$ cat src/rtl/lfsr_prng.sv
// WIDTH-bit LFSR PRNG with runtime Fibonacci/Galois selection, seed loading and
// zero-state recovery; the serial stream is packed MSB-first into OUT_W-bit words.
module lfsr_prng #(
  parameter int               WIDTH = 16,
  parameter logic [WIDTH-1:0] TAPS  = 16'hB400,
  parameter logic [WIDTH-1:0] SEED  = {{(WIDTH-1){1'b0}}, 1'b1},
  parameter int               OUT_W = 8
) (
  input  logic             clk,
  input  logic             rst_n,
  input  logic             en,
  input  logic             mode,
  input  logic             seed_load,
  input  logic [WIDTH-1:0] seed_in,
  output logic             bit_out,
  output logic [OUT_W-1:0] word_out,
  output logic             word_valid,
  input  logic             word_ready,
  output logic             lockup
);

  localparam int            CW   = (OUT_W > 2) ? $clog2(OUT_W) : 1;
  localparam logic [CW-1:0] LAST = CW'(OUT_W - 1);

  logic [WIDTH-1:0] s, s_next;
  logic [OUT_W-1:0] sr, sr_next;
  logic [CW-1:0]    cnt;
  logic             fb, obit, wrap, xfer, stall, step;

  assign fb      = ^(s & TAPS);
  assign obit    = mode ? s[0] : s[WIDTH-1];
  assign bit_out = obit;
  assign s_next  = mode ? ((s >> 1) ^ (s[0] ? TAPS : '0)) : {s[WIDTH-2:0], fb};
  assign sr_next = {sr[OUT_W-2:0], obit};

  // Hold the generator only when the finishing step of a word has nowhere to go.
  assign wrap  = (cnt == LAST);
  assign xfer  = word_valid & word_ready;
  assign stall = word_valid & ~word_ready & wrap;
  assign step  = en & ~seed_load & ~stall;

  // rst_n is active-high here despite its name.
  always_ff @(posedge clk or posedge rst_n) begin
    if (rst_n) begin
      s          <= SEED;
      cnt        <= '0;
      sr         <= '0;
      word_out   <= '0;
      word_valid <= 1'b0;
      lockup     <= 1'b0;
    end else begin
      lockup <= 1'b0;
      if (seed_load) begin
        s          <= (seed_in == '0) ? SEED : seed_in;
        lockup     <= (seed_in == '0);
        cnt        <= '0;
        sr         <= '0;
        word_valid <= 1'b0;
      end else begin
        if (step) begin
          if (s_next == '0) begin
            s      <= SEED;
            lockup <= 1'b1;
          end else begin
            s <= s_next;
          end
          sr  <= sr_next;
          cnt <= wrap ? '0 : cnt + CW'(1);
          if (wrap) word_out <= sr_next;
        end
        if (step && wrap)
          word_valid <= 1'b1;
        else if (xfer)
          word_valid <= 1'b0;
      end
    end
  end

endmodule
$ cat config.mk
export PLATFORM = sky130hd
export DESIGN_NAME = lfsr_prng
export DESIGN_NICKNAME = d
export VERILOG_FILES = /design/src/rtl/lfsr_prng.sv
export SDC_FILE = /design/constraint.sdc
export NUM_CORES = 1
export LEC_CHECK = 0
export ABC_AREA = 1
export CAP_MARGIN = 25
export CELL_PAD_IN_SITES_DETAIL_PLACEMENT = 1
export CELL_PAD_IN_SITES_GLOBAL_PLACEMENT = 1
export CORE_ASPECT_RATIO = 1.25
export CORE_MARGIN = 2
export CORE_UTILIZATION = 41
export DETAILED_ROUTE_END_ITERATION = 6
export PLACE_DENSITY = 0.9
export RECOVER_POWER = 100
export SLEW_MARGIN = 20
export SYNTH_ARGS = -nofsm -noshare
export SYNTH_HDL_FRONTEND = slang
export SYNTH_SLANG_ARGS = --single-unit
$ cat constraint.sdc
create_clock -name clk -period 2.6 [get_ports clk]
set_input_delay 0.39 -clock clk [delete_from_list [all_inputs] [get_ports clk]]
set_output_delay 0.39 -clock clk [all_outputs]
set_load 0.01 [all_outputs]
==> impl_metrics.yaml <==
run_status:
  outcome: "finished clean"
clocking:
  clk_pin_slew_ps: 70
  cts_buffer_depth: 2
  h-tree-depth: 2
  cts_made_buffers: 5
  insertion_delay_ps: 290
  cts_setup_buffers: 0
  cts_hold_buf: 0
  cts_tree: "yes"
  clockRootBuffer: "clkbuf_8"
  cts_resized: 0
  clock_sinks: 36
setup_path:
  critPathKind: "in2reg"
  crit_chain: "clkdlybuf4s50_1, inv_2, nand2_1, inv_1, a21oi_1, a22oi_1"
  cp_top_family: "buffers and inverters"
  startpoint_type: "input port"
  cpPeakStageDelay_ps: 630
  worstPathMaxFanout: 22
  crit_required_ps: 2800
  critPathBufInv: 3
  cp-end-kind: "register"
  worstPathArrival_ps: 2410
  cp_slowest_cell: "inv_1"
min_path:
  hold_path.class: "reg2reg"
floorplan:
  dieArea_um2: 5248
  core_region_area_um2: 4459
  num_rows: 27
  initial_core_util_pct: 43.04
  die_w_um: 65.20
  dieHeight_um: 80.50
  pin_count: 33
global_routing:
  grt_pass1_vias: 1888
  grt_start_max_net_pins: 37
  grt_pass1_wl_um: 8970
  antenna_found_initial: 0
  grt_usage_pct: 22.20
  grt_overflow: 0
power:
  p_int_mw: 0.9507
  finalPower_mw: 1.356
  power.share.sequential_pct: 47.9
  power.density_nw_per_um2: 571.9
  comb_power_share_pct: 20.1
  power_leakage_nw: 1.184
  vdd_drop_max_mv: 0.2717
  power.share.clock_pct: 32.0
  p_sw_mw: 0.4052
  swShare_pct: 29.88
place:
  placed_area_um2: 2283
  finalWeightedCongestion: 0.8172
  dp_hpwl_um: 3757
  io_buffers: 32
drt:
  drc_errors: 0
  vias_per_cell: 5.283
  wl_per_cell_um: 14.75
  drt_iter0_drc: 79
  wl_um: 5161
  vias: 1849
  firstDrtPassIters: 4
  detail-route-antenna-nets: 0
final_layout:
  nets: 316
  final_core_util_pct: 53.17
  ff_latch_area_um2: 902.1
  drive_gt1_share_pct: 5.822
  nFillCells: 593
  final_area_um2: 2371
  n_antenna_cell: 0
  area_growth_pct: 23.53
  multi_input_area_um2: 859.6
timing:
  whs_ps: 480.0
  slew_headroom_pct: 38.45
  fmax_mhz: 452.9
  finalCriticalPeriod_ps: 2208
  maxSlewViolCount: 0
  finalHoldViolCount: 0
  tightest_slew_ps: 923.3
  setup_viol: 0
  rsz0062_at_grt: "no"
  fin_crit_sh_pct: 84.91
  setup_tns_ps: 0
  finClkSkew_ps: 7.827
logic_synthesis:
  ys_ff_latch: 36
  ys.warnings.count: 0
  synth_top_cell_by_area: "dfrtp_1"
  synth_cell_types: 25
  synth.area.top_cells: "dfrtp_1 (46%), nand2_1 (18%), a21oi_1 (6.0%)"
  synth_top_cell_area_share_pct: 45.63
  synthesis.nets: 283
  syn-cell-area_um2: 1919
  syn_inst: 259
  ys_seq_area_share_pct: 47.00
  avgSynthCellArea_um2: 7.411
flow_run:
  maxCapViolCount: 0
-- flip-flops by register name, indices dropped and copies added (netlist names) --
signal      cells
cnt             3
lockup          1
s              16
sr              7
word_out        8
word_valid      1
-- cells in the mapped netlist --
cell type,instances
nand2_1,90
dfrtp_1,35
nor2_1,29
a21oi_1,23
inv_1,20
o21ai_0,13
nand3_1,8
o22ai_1,7
a22oi_1,5
buf_2,5
clkbuf_1,3
nand2_2,3
a22o_1,2
buf_6,2
ha_1,2
inv_2,2
xnor2_1,2
and2_1,1
buf_4,1
dfstp_2,1
inv_4,1
nand4_1,1
nor2_2,1
o31ai_1,1
xor2_1,1
-- cell type report --
cell class / instances / area share [%]
multi-input combinational: 189 / 36.25
tap: 58 / 3.061
sequential: 36 / 38.05
timing repair buffer: 37 / 14.83
inverter: 23 / 3.747
clock buffer: 7 / 4.063
-- kinds of logic (layout without fill, tap and decap cells) --
family | Yosys count | after routing | synth area share (%)
simple gates | 133 | 133 | 27.31
compound gates | 51 | 51 | 14.93
flops | 36 | 36 | 47.00
buf+inv | 34 | 67 | 8.084
xor+xnor | 3 | 3 | 1.369
fa+ha+maj | 2 | 2 | 1.304
-- layout by cell type (no fill, tap or decap), types with 3 or more instances in the layout --
cell type / Yosys / routed
a22oi_1: 5 / 5
a21oi_1: 23 / 23
nand3_1: 8 / 8
nor2_1: 29 / 29
dlygate4sd3_1: 0 / 11
o22ai_1: 7 / 7
buf_4: 1 / 3
nand2_1: 90 / 91
clkbuf_8: 0 / 7
clkdlybuf4s50_1: 0 / 21
dfrtp_1: 35 / 35
inv_1: 20 / 21
o21ai_0: 13 / 13
-- power by group through the flow --
stage                     Clock [mW]  Sequential, mW  Combinational (mW)
after global routing           0.459           0.654               0.314
after floorplan                    0           0.643               0.186
after CTS                      0.444           0.648               0.278
after global placement             0           0.655               0.264
final                          0.434           0.649               0.273
after detailed placement           0           0.657               0.276
-- layer usage --
metal | part of all wire (%) | GRT usage, % | vias up
met1 | 44 | 27.53 | 909
met5 | 0 | 0 | -
li1 | - | - | 892
met4 | 0.95 | 5.417 | 0
met2 | 52 | 40.00 | 42
met3 | 3.2 | 3.361 | 6
-- through the flow --
step	cells	setup slack [ps]
2_1_floorplan	259	1016
3_3_place_gp	343	483.2
3_5_place_dp	343	458.9
4_1_cts	350	458.5
5_1_grt	350	244.8
6_report	350	392.2
-- worst paths after layout --
path                       cells after the start                       to                    start  slack [ps]
hold / removal                                 2  word_out[7]$_DFFE_PP0P_  word_out[7]$_DFFE_PP0P_         480
hold reg to reg                                2  word_out[7]$_DFFE_PP0P_  word_out[7]$_DFFE_PP0P_         480
max in group asynchronous                      3         s[3]$_DFFE_PP0P_                    rst_n        1200
setup reg to reg                               8        s[11]$_DFFE_PP0P_       cnt[0]$_DFFE_PP0P_         400
min in group asynchronous                      3        s[13]$_DFFE_PP0P_                    rst_n         830
setup / recovery                               6        s[11]$_DFFE_PP0P_                seed_load         390
-- worst reg2reg max path, cell delays in order, from the launching register on --
cell	delay, ps
dfrtp_1	400
ha_1	220
ha_1	230
nand3_1	90
nand2_1	60
nand2_1	290
inv_1	430
a21oi_1	240
a22oi_1	90
No activity file was read; power rests on OpenSTA's default activity.
